### src/rtl/qracc_pkg.sv
// Shared types and defaults for the QRAcc compute sequencer.
// Struct field widths track the sequencer's default parameter widths.
package qracc_pkg;

    localparam int QRACC_SEQ_ADDR_W          = 32;
    localparam int QRACC_SEQ_OPCNT_W         = 16;
    localparam int QRACC_SEQ_FETCH_W         = 8;
    localparam int QRACC_SEQ_SCALER_LATENCY  = 2;
    localparam int QRACC_SEQ_SETTLE_W        = 4;

    typedef enum logic [2:0] {
        IDLE     = 3'd0,
        FETCH    = 3'd1,
        DRAIN    = 3'd2,
        MAC      = 3'd3,
        WAIT_OUT = 3'd4,
        SCALE    = 3'd5,
        WRITE    = 3'd6,
        DONE     = 3'd7
    } qracc_seq_state_e;

    typedef struct packed {
        logic [QRACC_SEQ_OPCNT_W-1:0] num_ops;
        logic [QRACC_SEQ_FETCH_W-1:0] fetches_per_op;
        logic [QRACC_SEQ_ADDR_W-1:0]  rd_base;
        logic [QRACC_SEQ_ADDR_W-1:0]  rd_stride;
        logic [QRACC_SEQ_ADDR_W-1:0]  wr_base;
        logic [QRACC_SEQ_ADDR_W-1:0]  wr_stride;
    } qracc_seq_cfg_t;

    // A fetch count of zero still performs one read per op.
    function automatic logic [QRACC_SEQ_FETCH_W-1:0] qracc_seq_eff_fetches(
        input logic [QRACC_SEQ_FETCH_W-1:0] f
    );
        return (f == '0) ? QRACC_SEQ_FETCH_W'(1) : f;
    endfunction

endpackage

### src/rtl/qracc_strided_addr_gen.sv
// Strided address pointer: load a base, then advance by a stride per step.
// Arithmetic wraps modulo 2^addrWidth.
module qracc_strided_addr_gen #(
    parameter int addrWidth = 32
) (
    input  logic                 clk,
    input  logic                 nrst,
    input  logic                 load_i,
    input  logic                 step_i,
    input  logic [addrWidth-1:0] base_i,
    input  logic [addrWidth-1:0] stride_i,
    output logic [addrWidth-1:0] addr_o
);

    logic [addrWidth-1:0] addr_q, addr_d;

    always_comb begin
        addr_d = addr_q;
        if (load_i) begin
            addr_d = base_i;
        end else if (step_i) begin
            addr_d = addr_q + stride_i;
        end
    end

    always_ff @(posedge clk or negedge nrst) begin
        if (!nrst) begin
            addr_q <= '0;
        end else begin
            addr_q <= addr_d;
        end
    end

    assign addr_o = addr_q;

endmodule

### src/rtl/qracc_compute_sequencer.sv
// Per-layer compute sequencer: buffer read, feature-loader staging, MAC handshake,
// scaler settle and write-back, repeated num_ops times with a single done pulse.
module qracc_compute_sequencer
    import qracc_pkg::*;
#(
    parameter int addrWidth       = QRACC_SEQ_ADDR_W,
    parameter int opCountWidth    = QRACC_SEQ_OPCNT_W,
    parameter int fetchCountWidth = QRACC_SEQ_FETCH_W,
    parameter int scalerLatency   = QRACC_SEQ_SCALER_LATENCY
) (
    input  logic                       clk,
    input  logic                       nrst,
    input  logic                       start_i,
    input  logic                       abort_i,
    input  logic [opCountWidth-1:0]    num_ops_i,
    input  logic [fetchCountWidth-1:0] fetches_per_op_i,
    input  logic [addrWidth-1:0]       rd_base_i,
    input  logic [addrWidth-1:0]       rd_stride_i,
    input  logic [addrWidth-1:0]       wr_base_i,
    input  logic [addrWidth-1:0]       wr_stride_i,
    output logic                       busy_o,
    output logic                       done_o,
    output logic                       buf_rd_en_o,
    output logic [addrWidth-1:0]       buf_rd_addr_o,
    output logic                       fl_wr_en_o,
    output logic [addrWidth-1:0]       fl_addr_o,
    output logic                       mac_valid_o,
    input  logic                       qracc_ready_i,
    input  logic                       qracc_valid_i,
    output logic                       buf_wr_en_o,
    output logic [addrWidth-1:0]       buf_wr_addr_o
);

    localparam int SETTLE_W = QRACC_SEQ_SETTLE_W;
    localparam logic [SETTLE_W-1:0] SETTLE_INIT = SETTLE_W'(scalerLatency);

    qracc_seq_state_e state_q, state_d;
    qracc_seq_cfg_t   cfg_d;

    logic [opCountWidth-1:0]    num_ops_q;
    logic [opCountWidth-1:0]    op_cnt_q, op_cnt_d;
    logic [fetchCountWidth-1:0] fetches_q;
    logic [fetchCountWidth-1:0] fetch_idx_q, fetch_idx_d;
    logic [fetchCountWidth-1:0] fl_idx_q;
    logic [addrWidth-1:0]       rd_stride_q;
    logic [addrWidth-1:0]       wr_stride_q;
    logic [SETTLE_W-1:0]        settle_q, settle_d;

    logic busy_q;
    logic done_q;
    logic rd_en_q;
    logic fl_wr_en_q;
    logic mac_valid_q;
    logic wr_en_q;

    logic start_ok;
    logic abort_ok;
    logic mac_accept;

    // Configuration as seen on the start cycle.
    always_comb begin
        cfg_d.num_ops        = QRACC_SEQ_OPCNT_W'(num_ops_i);
        cfg_d.fetches_per_op = qracc_seq_eff_fetches(QRACC_SEQ_FETCH_W'(fetches_per_op_i));
        cfg_d.rd_base        = QRACC_SEQ_ADDR_W'(rd_base_i);
        cfg_d.rd_stride      = QRACC_SEQ_ADDR_W'(rd_stride_i);
        cfg_d.wr_base        = QRACC_SEQ_ADDR_W'(wr_base_i);
        cfg_d.wr_stride      = QRACC_SEQ_ADDR_W'(wr_stride_i);
    end

    assign start_ok   = start_i && (state_q == IDLE);
    assign abort_ok   = abort_i && (state_q != IDLE);
    assign mac_accept = mac_valid_q && qracc_ready_i;

    always_comb begin
        state_d     = state_q;
        op_cnt_d    = op_cnt_q;
        fetch_idx_d = fetch_idx_q;
        settle_d    = settle_q;
        unique case (state_q)
            IDLE: begin
                if (start_i) begin
                    op_cnt_d    = '0;
                    fetch_idx_d = '0;
                    state_d     = (cfg_d.num_ops == '0) ? DONE : FETCH;
                end
            end
            FETCH: begin
                fetch_idx_d = fetch_idx_q + 1'b1;
                if (fetch_idx_q == fetches_q - 1'b1) begin
                    state_d = DRAIN;
                end
            end
            DRAIN: state_d = MAC;
            MAC: begin
                if (mac_accept) begin
                    state_d = WAIT_OUT;
                end
            end
            WAIT_OUT: begin
                if (qracc_valid_i) begin
                    settle_d = SETTLE_INIT;
                    state_d  = SCALE;
                end
            end
            SCALE: begin
                // A load of 0 or 1 both give a single settle cycle.
                settle_d = (settle_q != '0) ? settle_q - 1'b1 : '0;
                if (settle_q <= SETTLE_W'(1)) begin
                    state_d = WRITE;
                end
            end
            WRITE: begin
                op_cnt_d    = op_cnt_q + 1'b1;
                fetch_idx_d = '0;
                state_d     = (op_cnt_d == num_ops_q) ? DONE : FETCH;
            end
            DONE: state_d = IDLE;
            default: state_d = IDLE;
        endcase
        if (abort_ok) begin
            state_d = IDLE;
        end
    end

    // Strobes are registered from the next state so they align with state_q.
    always_ff @(posedge clk or negedge nrst) begin
        if (!nrst) begin
            state_q     <= IDLE;
            op_cnt_q    <= '0;
            fetch_idx_q <= '0;
            settle_q    <= '0;
            num_ops_q   <= '0;
            fetches_q   <= '0;
            rd_stride_q <= '0;
            wr_stride_q <= '0;
            fl_idx_q    <= '0;
            busy_q      <= 1'b0;
            done_q      <= 1'b0;
            rd_en_q     <= 1'b0;
            fl_wr_en_q  <= 1'b0;
            mac_valid_q <= 1'b0;
            wr_en_q     <= 1'b0;
        end else begin
            state_q     <= state_d;
            op_cnt_q    <= op_cnt_d;
            fetch_idx_q <= fetch_idx_d;
            settle_q    <= settle_d;
            if (start_ok) begin
                num_ops_q   <= opCountWidth'(cfg_d.num_ops);
                fetches_q   <= fetchCountWidth'(cfg_d.fetches_per_op);
                rd_stride_q <= addrWidth'(cfg_d.rd_stride);
                wr_stride_q <= addrWidth'(cfg_d.wr_stride);
            end
            busy_q      <= (state_d != IDLE);
            done_q      <= (state_d == DONE);
            rd_en_q     <= (state_d == FETCH);
            mac_valid_q <= (state_d == MAC);
            wr_en_q     <= (state_d == WRITE);
            // Feature loader sees buffer data one cycle after the read.
            fl_wr_en_q  <= rd_en_q && !abort_ok;
            if (rd_en_q) begin
                fl_idx_q <= fetch_idx_q;
            end
        end
    end

    qracc_strided_addr_gen #(
        .addrWidth (addrWidth)
    ) u_rd_addr (
        .clk      (clk),
        .nrst     (nrst),
        .load_i   (start_ok),
        .step_i   (rd_en_q),
        .base_i   (addrWidth'(cfg_d.rd_base)),
        .stride_i (rd_stride_q),
        .addr_o   (buf_rd_addr_o)
    );

    qracc_strided_addr_gen #(
        .addrWidth (addrWidth)
    ) u_wr_addr (
        .clk      (clk),
        .nrst     (nrst),
        .load_i   (start_ok),
        .step_i   (wr_en_q),
        .base_i   (addrWidth'(cfg_d.wr_base)),
        .stride_i (wr_stride_q),
        .addr_o   (buf_wr_addr_o)
    );

    assign busy_o      = busy_q;
    assign done_o      = done_q;
    assign buf_rd_en_o = rd_en_q;
    assign fl_wr_en_o  = fl_wr_en_q;
    assign fl_addr_o   = addrWidth'(fl_idx_q);
    assign mac_valid_o = mac_valid_q;
    assign buf_wr_en_o = wr_en_q;

endmodule

### config.mk
export PLATFORM = sky130hd
export DESIGN_NAME = qracc_compute_sequencer
export DESIGN_NICKNAME = d
export VERILOG_FILES = /design/src/rtl/qracc_pkg.sv /design/src/rtl/qracc_strided_addr_gen.sv /design/src/rtl/qracc_compute_sequencer.sv
export SDC_FILE = /design/constraint.sdc
export NUM_CORES = 1
export LEC_CHECK = 0
export CAP_MARGIN = 20
export CORE_MARGIN = 2
export CORE_UTILIZATION = 50
export DETAILED_ROUTE_END_ITERATION = 7
export GPL_TIMING_DRIVEN = 0
export HOLD_SLACK_MARGIN = 0.1
export PLACE_DENSITY = 0.77
export SYNTH_ARGS = -nofsm -noshare
export SYNTH_HDL_FRONTEND = slang
export SYNTH_SLANG_ARGS = --single-unit
### constraint.sdc
create_clock -name clk -period 3.2 [get_ports clk]
set_input_delay 0.64 -clock clk [delete_from_list [all_inputs] [get_ports clk]]
set_output_delay 0.64 -clock clk [all_outputs]
set_load 0.005 [all_outputs]
After elaboration in Yosys (flattened, before gate mapping)
Cells that the tools add are included.
- add/subtract/negate cells: 6
- magnitude comparators: 1
- eq/ne operators: 15
- mux-type cells: 21
- reduce and logical (&&, ||, !) cells: 19
- operators with widths (cell ; number):
    2-to-1 mux 32 bit ; 4
    adder 32 bit ; 2
    one-hot mux 16 bit (2 select lines) ; 1
    2-to-1 mux 3 bit ; 8
    one-hot mux 3 bit (8 select lines) ; 1
    one-hot mux 8 bit (3 select lines) ; 1
    equality test 3 bit (second input constant) ; 6
    adder 16 x 1 -> 16 bit (second input constant) ; 1
    equality test 16 bit ; 1
    logical NOT 16 bit ; 1
    2-to-1 mux 16 bit ; 1
    2-to-1 mux 8 bit ; 2
    equality test 3 x 2 -> 1 bit (second input constant) ; 3
    nonzero test 3 bit ; 3
    adder 8 x 1 -> 8 bit (second input constant) ; 1
    equality test 8 bit ; 1
    logical NOT 8 bit ; 1
    2-to-1 mux 4 bit ; 2
    one-hot mux 4 bit (2 select lines) ; 1
    nonzero test 2 bit ; 4
    subtractor 8 x 1 -> 8 bit (second input constant) ; 1
    equality test 3 x 1 -> 1 bit (second input constant) ; 2
    AND reduction 2 bit ; 3
    less-or-equal comparator 4 x 1 -> 1 bit (second input constant) ; 1
    other kinds (6) ; 10
- register bits after elaboration: 197
- output and inout bits: 102

Depth between registers and ports, before layout
Gate-level depths: netlist of the first run.
- depth after elaboration: 6
- depth in mapped cells: 14
- depth with buffers taken out: 14

Cells and area by module
Synthesis of the first run repeated with hierarchy kept, for this count alone.
- cells, all modules: 1271
- area, all modules: 12555.8 um^2
- modules (own cells, without submodules) (module ; times used ; cells each ; area an instance (um^2) ; seq. area each (um^2)):
    qracc_compute_sequencer ; 1 ; 548 ; 6354.8 ; 3328.2
    qracc_strided_addr_gen at u_wr_addr ; 1 ; 360 ; 3136.8 ; 800.8
    qracc_strided_addr_gen at u_rd_addr ; 1 ; 363 ; 3064.2 ; 800.8

Worst setup path after synthesis of the first run
Ideal clock, no wire load.
- path type: register to register
- start point: register u_wr_addr.addr_q[1], in the netlist u_wr_addr.addr_o[1]
- end point: register u_wr_addr.addr_q[31], in the netlist u_wr_addr.addr_o[31]
- arrival: 2.661 ns
- slack: 0.402 ns
- stages on the path, launching flop included: 13
- buffers on the path: 0
- path through: dfrtp_1 ha_1 a21o_1 a21o_1 a211oi_2 or3_1 a31oi_2 a31oi_4 nor4_1 mux2_2 o21ai_2 xor2_1 a21oi_1
- longest elaborated chain between the ends: 3
- ends and longest elaborated chain (element ; RTL line ; RTL):
    from (decl) ; qracc_strided_addr_gen.sv:15 ; logic [addrWidth-1:0] addr_q, addr_d;
    from (signal assigned) ; qracc_strided_addr_gen.sv:30 ; addr_q <= addr_d;
    adder 32 bit ; qracc_strided_addr_gen.sv:22 ; addr_d = addr_q + stride_i;
    2-to-1 mux 32 bit ; qracc_strided_addr_gen.sv:21 ; end else if (step_i) begin
    2-to-1 mux 32 bit ; qracc_strided_addr_gen.sv:19 ; if (load_i) begin
Every way passes these cells. The select of a mux whose other input is x is not followed.
A chain may end at the register's enable or synchronous reset.

Worst setup path in the final report of the first run
- start point: register u_rd_addr.addr_q[19], in the netlist u_rd_addr.addr_o[19]
- end point: register u_rd_addr.addr_q[31], in the netlist u_rd_addr.addr_o[31]
- longest elaborated chain between the ends: 3
- ends and longest elaborated chain (element ; RTL line):
    from (decl) ; qracc_strided_addr_gen.sv:15
    from (signal assigned) ; qracc_strided_addr_gen.sv:30
    adder 32 bit ; qracc_strided_addr_gen.sv:22
    2-to-1 mux 32 bit ; qracc_strided_addr_gen.sv:21
    2-to-1 mux 32 bit ; qracc_strided_addr_gen.sv:19
Every way passes these cells. The select of a mux whose other input is x is not followed.

==> results of run 1 <==
## per-layer routing
layer	wire, µm	vias up
met1	16700	5669
met3	2760	44
met4	571	2
li1	-	5530
met2	17500	438
met5	13	-
## repair_timing
| item | in CTS | in global routing |
|---|---|---|
| gates resized for setup | 6 | 42 |
| setup endpoints to repair | 6 | 38 |
| pin swaps | 1 | 6 |
| buffers inserted | 1 | 1 |
## cell type report
class                   count  area, µm²  area share [%]
well taps                 324        405            2.53
clock buffers              18        429            2.68
inverters                  32        120           0.751
flip-flops and latches    197       4930            30.8
multi-input cells        1161       7140            44.6
plain buffers              86        443            2.77
repair buffers            238       2400            15.0
clock inverters            12        131           0.821
## worst max-delay path: stages, from the launching register on
cell and delay [ps]:
dfrtp_1 430, ha_1 300, clkbuf_2 200, nand4_1 150, nor3_2 280, nand2_1 150, o211ai_4 240, a31oi_2 150
or3b_4 430, a211o_1 280, nand4bb_2 130, xnor2_1 140, o21ai_1 70
## power by group through the flow
stage	Combinational, mW	Clock (mW)	Sequential [mW]
final	10.0	2.15	4.45
after global routing	11.1	2.26	4.57
after CTS	9.63	2.17	4.42
after detailed placement	9.50	0	4.45
after global placement	9.26	0	4.43
after floorplan	6.61	0	4.20
## sequential cells by signal, summed over array words and instances, names as in the netlist
register,flops
fetches_q,8
u_wr_addr.addr_o,32
mac_valid_o,1
buf_wr_en_o,1
fl_idx_q,8
buf_rd_en_o,1
state_q,3
settle_q,4
u_rd_addr.addr_o,32
done_o,1
wr_stride_q,32
num_ops_q,16
fetch_idx_q,8
op_cnt_q,16
fl_wr_en_o,1
rd_stride_q,32
busy_o,1
## cell usage in the layout (no fill, tap or decap), types with 8 or more instances in the layout
cell type and n:
a21o_1 30, a21oi_1 82, a31oi_1 15, and2_1 8, and3_1 14, buf_4 29
clkbuf_1 44, clkbuf_16 17, clkdlybuf4s50_1 234, conb_1 24, dfrtp_1 197, ha_1 60
inv_1 32, mux2_2 12, mux2i_1 40, nand2_1 377, nand2b_1 9, nand3_1 27
nand4_1 10, nor2_1 70, nor2b_1 14, nor3_1 16, nor3b_1 8, o21ai_0 110
o21bai_1 13, o31ai_1 14, xnor2_1 50, xor2_1 32
## logic make-up (layout without fill, tap and decap cells)
kind of cell / count (synthesis) / count (layout) / share of synthesized area (%)
AOI/OAI and AO/OA: 335 / 335 / 16.9
xor gates and xnor gates: 82 / 82 / 5.81
adders and majority gates: 67 / 67 / 6.90
buffers and inverters: 119 / 386 / 4.53
DFF: 197 / 197 / 39.9
muxes: 52 / 52 / 4.33
other: 1 / 24 / 0.0303
and+or+nand+nor: 601 / 601 / 21.7
## worst paths after layout
path	startpoint	end	slack [ps]	cells after the start
worst max-delay path	u_rd_addr.addr_o[19]	u_rd_addr.addr_o[31]	120	12
worst min-delay path	nrst	wr_stride_q[10]	150	1
worst max register to register	u_rd_addr.addr_o[19]	u_rd_addr.addr_o[31]	120	12
worst min register to register	rd_stride_q[8]	rd_stride_q[8]	480	2
max in group asynchronous	nrst	u_rd_addr.addr_o[10]	2030	2
min in group clk	rd_stride_q[8]	rd_stride_q[8]	480	2
## stage by stage
| stage | TNS, ps | utilization [%] | hold WS [ps] | cells |
|---|---|---|---|---|
| floorplan | 0 | - | 344 | 1477 |
| global placement | -1334950 | 62.5 | 463 | 2036 |
| detailed placement | -17770 | 62.7 | 467 | 2037 |
| CTS | -47.7 | 65.1 | 184 | 2068 |
| global route | -97.7 | 65.8 | 202 | 2068 |
| finish | 0 | 65.8 | 147 | 2068 |
==> results.md, run 1 <==
* Routed WL at 37600 µm
* Crit Path Max Fanout at 7
* Sink Count at 197
* DRC Markers at 0
* Root buffer cell: clkbuf_16
* Final count of hold timing violations at 0
* Fin area at 16000 µm²
* Power Total at 16.6 mW
* EDFF count, synth at 0
* Num CTS Buffers at 17
* Max Root-Sink Buffers at 2
* Met2 Usage GRT at 46.2%
* Number of nets still failing antenna checks after routing at 0
* P_sw at 7.45 mW
* Crit Path Class: reg -> reg
* Slew HR at 39.7%
* RePlAce Congestion at 0.906
* Die W at 161 µm
* Vias in the first global route at 11200
* Buffers on Ports at 235
* GR Overflow Total at 0
* Yosys top cell by area: dfrtp_1
* FILL cells at 2051
* Crit share post-route at 96.3%
* 1st-iter DRT viols at 869
* Power per Cell Area at 1040 nW/µm²
* Worst-Skew Late Latency at 440 ps
* Top cells by area, synth: dfrtp_1, nand2_1, ha_1
* Critical path arrival at 3380 ps
* Unique masters post-synth at 78
* TritonCTS clock tree: done
* Largest net degree at the start of global routing at 123
* Area growth, synth to finish at 29.4%
* Post-CTS Hold Fix Bufs at 0
* Synth top area share at 39.9%
* Asr flop ratio synth at 100%
* Internal at 9.17 mW
* I/O pin total at 260
* Ratio of cells with drive above 1 in the final layout at 7.91%
* Sw frac at 44.8%
* Placed Area at 15200 µm²
* Tot GR Track Use at 28.6%
* DR WL/cell at 18.2 µm
* Most used flip-flop cell after synthesis: dfrtp_1
* Site row count at 57
* Initial antenna violation count at 1
* Comb pwr share at 60.3%
* # nets final at 1958
* Final setup fails at 0
* Post-synth top cells: nand2_1, dfrtp_1, o21ai_0, a21oi_1, nor2_1
* Fmax at 325 MHz
* Gr busiest metal: met2
* Mean cell area of the mapped netlist at 8.50 µm²
* Crit path required time at 3500 ps
* Vias at 11700
* Outcome: finished, final reports clean
* Sequential power share at 26.8%
* Core area at 24300 µm²
* DIE AREA at 26000 µm²
* VDD IR max at 411 µV
* Reg clk slew, reported paths at 80 ps
* GRT met3 Usage at 4.80%
* Slew Viols, Final at 0
* Final Skew at 13.6 ps
* Post-synthesis sequential area ratio at 39.9%
* Most frequent cell after synthesis: nand2_1
* Fin worst setup slack at 119 ps
* CP Capture Type: register
* Worst Hold Class: in -> async
* Grt met1 use at 40.5%
* DR vias/cell at 5.65
* Die Y at 161 µm
* ANT cells at 0
* Leak pwr at 7.30 nW
* Yosys reg bits at 197
* Global-route wire length before repair at 58900 µm
* Mapped Area at 12400 µm²
* Startpoint types: register
* Cells after synthesis at 1454
* Starting Density at 50.8%
* Worst Tran Pin Value at 905 ps
* H-tree Lvls at 4
* Clock period minus worst slack at 3080 ps
* YS warnings at 0
* Post-DP HPWL at 28100 µm
* First-pass DRT Iterations at 6
* Max-Cap Viols at 0
* Clk pwr share at 12.9%
* Pre-CTS setup slack at -415 ps
(Power assumes the default switching activity.)
==> run 2: changes to the inputs <==
--- a/config.mk
+++ b/config.mk
@@ -14,2 +14,3 @@
 export PLACE_DENSITY = 0.77
+export SKIP_CTS_REPAIR_TIMING = 1
 export SYNTH_ARGS = -nofsm -noshare
--- a/constraint.sdc
+++ b/constraint.sdc
@@ -3,2 +3,2 @@
 set_output_delay 0.64 -clock clk [all_outputs]
-set_load 0.005 [all_outputs]
+set_load 0.1 [all_outputs]
==> results.md, run 2 (synthesized netlist as in run 1, its figures left out) <==
* GR Overflow Total at 0
* Outcome: finished, final reports clean
* DRC Markers at 0
* Power per Cell Area at 1250 nW/µm²
* Final count of hold timing violations at 0
* Ratio of cells with drive above 1 in the final layout at 8.24%
* Num CTS Buffers at 17
* Sink Count at 197
* ANT cells at 0
* Routed WL at 37300 µm
* Pre-CTS setup slack at -512 ps
* RePlAce Congestion at 0.914
* Die Y at 161 µm
* Most frequent cells in the layout: nand2_1, clkdlybuf4s50_1, dfrtp_1
* H-tree Lvls at 4
* Worst R2R Setup Slack at 80 ps
* Crit path required time at 3500 ps
* 1st-iter DRT viols at 734
* VDD IR max at 733 µV
* Final core utilization at 66.0%
* Crit Path Max Fanout at 6
* Critical path arrival at 3420 ps
* Sequential power share at 22.1%
* Largest net degree at the start of global routing at 115
* DR vias/cell at 5.54
* Vias in the first global route at 11100
* Crit share post-route at 97.5%
* Slew HR at 31.4%
* Initial antenna violation count at 1
* Sw frac at 53.7%
* Max Root-Sink Buffers at 2
* Dpl cells at 2037
* Site row count at 57
* Fin area at 16100 µm²
* Layout Cells excl Fill at 2072
* Fmax at 321 MHz
* I/O pin total at 260
* FF/Latch Area at 4940 µm²
* Internal at 9.28 mW
* Worst-Skew Late Latency at 430 ps
* CP Capture Type: register
* RSZ-0062 raised after global routing: true
* Power Total at 20.0 mW
* Core area at 24300 µm²
* Max-Cap Viols at 0
* DIE AREA at 26000 µm²
* Final hold slack at 170 ps
* Startpoint types: register
* Post-route setup TNS at 0 ps
* FILL cells at 2075
* Reg clk slew, reported paths at 80 ps
* Vias at 11500
* Placed Area at 15300 µm²
* Worst Tran Pin Value at 1030 ps
* Most common cell after layout, fill and taps aside: nand2_1
* Buffers on Ports at 235
* Global-route wire length before repair at 58600 µm
* Root buffer cell: clkbuf_16
* Fin worst setup slack at 80.1 ps
* Comb pwr share at 66.3%
* Clock period minus worst slack at 3120 ps
* Leak pwr at 7.31 nW
* Worst Hold Class: in -> async
* DR WL/cell at 18.0 µm
* Clk pwr share at 11.6%
* Final setup fails at 0
* Number of nets still failing antenna checks after routing at 0
* Tot GR Track Use at 28.5%
* TritonCTS clock tree: done
* Post-DP HPWL at 28200 µm
* Area growth, synth to finish at 29.9%
* Slew Viols, Final at 0
* Crit Path Class: reg -> reg
* P_sw at 10.8 mW
* Die W at 161 µm
* # nets final at 1960
* First-pass DRT Iterations at 6
* Final Skew at 14.7 ps
* Multi-input gate area at 7110 µm²
* Starting Density at 50.8%
==> run 2: changes by cell type in the layout (fill, tap and decap cells not counted), sizes merged <==
cell	change
clkbuf	-1
inv	+1
clkinvlp	+3
bufinv	+1
buf	+3
clkinv	-3
==> run 2: critical path: stages, from the launching register on <==
cell       delay [ps]
dfrtp_1           440
ha_1              260
and3_1            170
buf_4             130
nand3_1           140
xnor2_1           180
a2111oi_0         600
nand4_1           260
nor4_4            300
o31ai_2           130
nor4_1            370
==> run 2: cell type report <==
| class | instances | share of cell area [%] |
|---|---|---|
| Sequential cell | 197 | 30.8 |
| Clock buffer | 18 | 2.67 |
| Tap cell | 324 | 2.52 |
| Buffer | 86 | 2.74 |
| Multi-Input combinational cell | 1161 | 44.3 |
| Inverter | 32 | 0.748 |
| Clock inverter | 14 | 1.21 |
| Timing Repair Buffer | 240 | 15.0 |
==> run 2: metal layers <==
layer | track usage, % | up-vias | wire [µm] | part of all wire, %
met5 | 0 | - | 13 | 0.035
met4 | 6.78 | 2 | 546 | 1.5
met3 | 4.21 | 39 | 2230 | 6.0
met2 | 45.9 | 370 | 17400 | 47
met1 | 40.9 | 5536 | 17100 | 46
li1 | - | 5536 | - | -
==> run 2: power groups by stage <==
stage / registers [mW] / logic, mW / clock network, mW
after global placement: 4.43 / 12.6 / 0
after floorplan: 7.33 / 6.72 / 0
after detailed placement: 4.44 / 12.8 / 0
after CTS: 4.41 / 12.9 / 2.35
final: 4.44 / 13.3 / 2.32
after global routing: 4.55 / 14.3 / 2.44
==> run 2: worst paths after layout <==
path,start,depth (start not counted),to
max,op_cnt_q[0],10,mac_valid_o
max in group asynchronous,nrst,2,op_cnt_q[4]
min in group clk,wr_stride_q[27],2,wr_stride_q[27]
min reg2reg,wr_stride_q[27],2,wr_stride_q[27]
min,nrst,1,wr_stride_q[13]
max reg2reg,op_cnt_q[0],10,mac_valid_o
==> run 3: changes to the inputs <==
- CTS_CLUSTER_DIAMETER: not set -> 200
==> results of run 3 <==
Same layout as run 2: the final DEF is identical, and so are final timing and power.
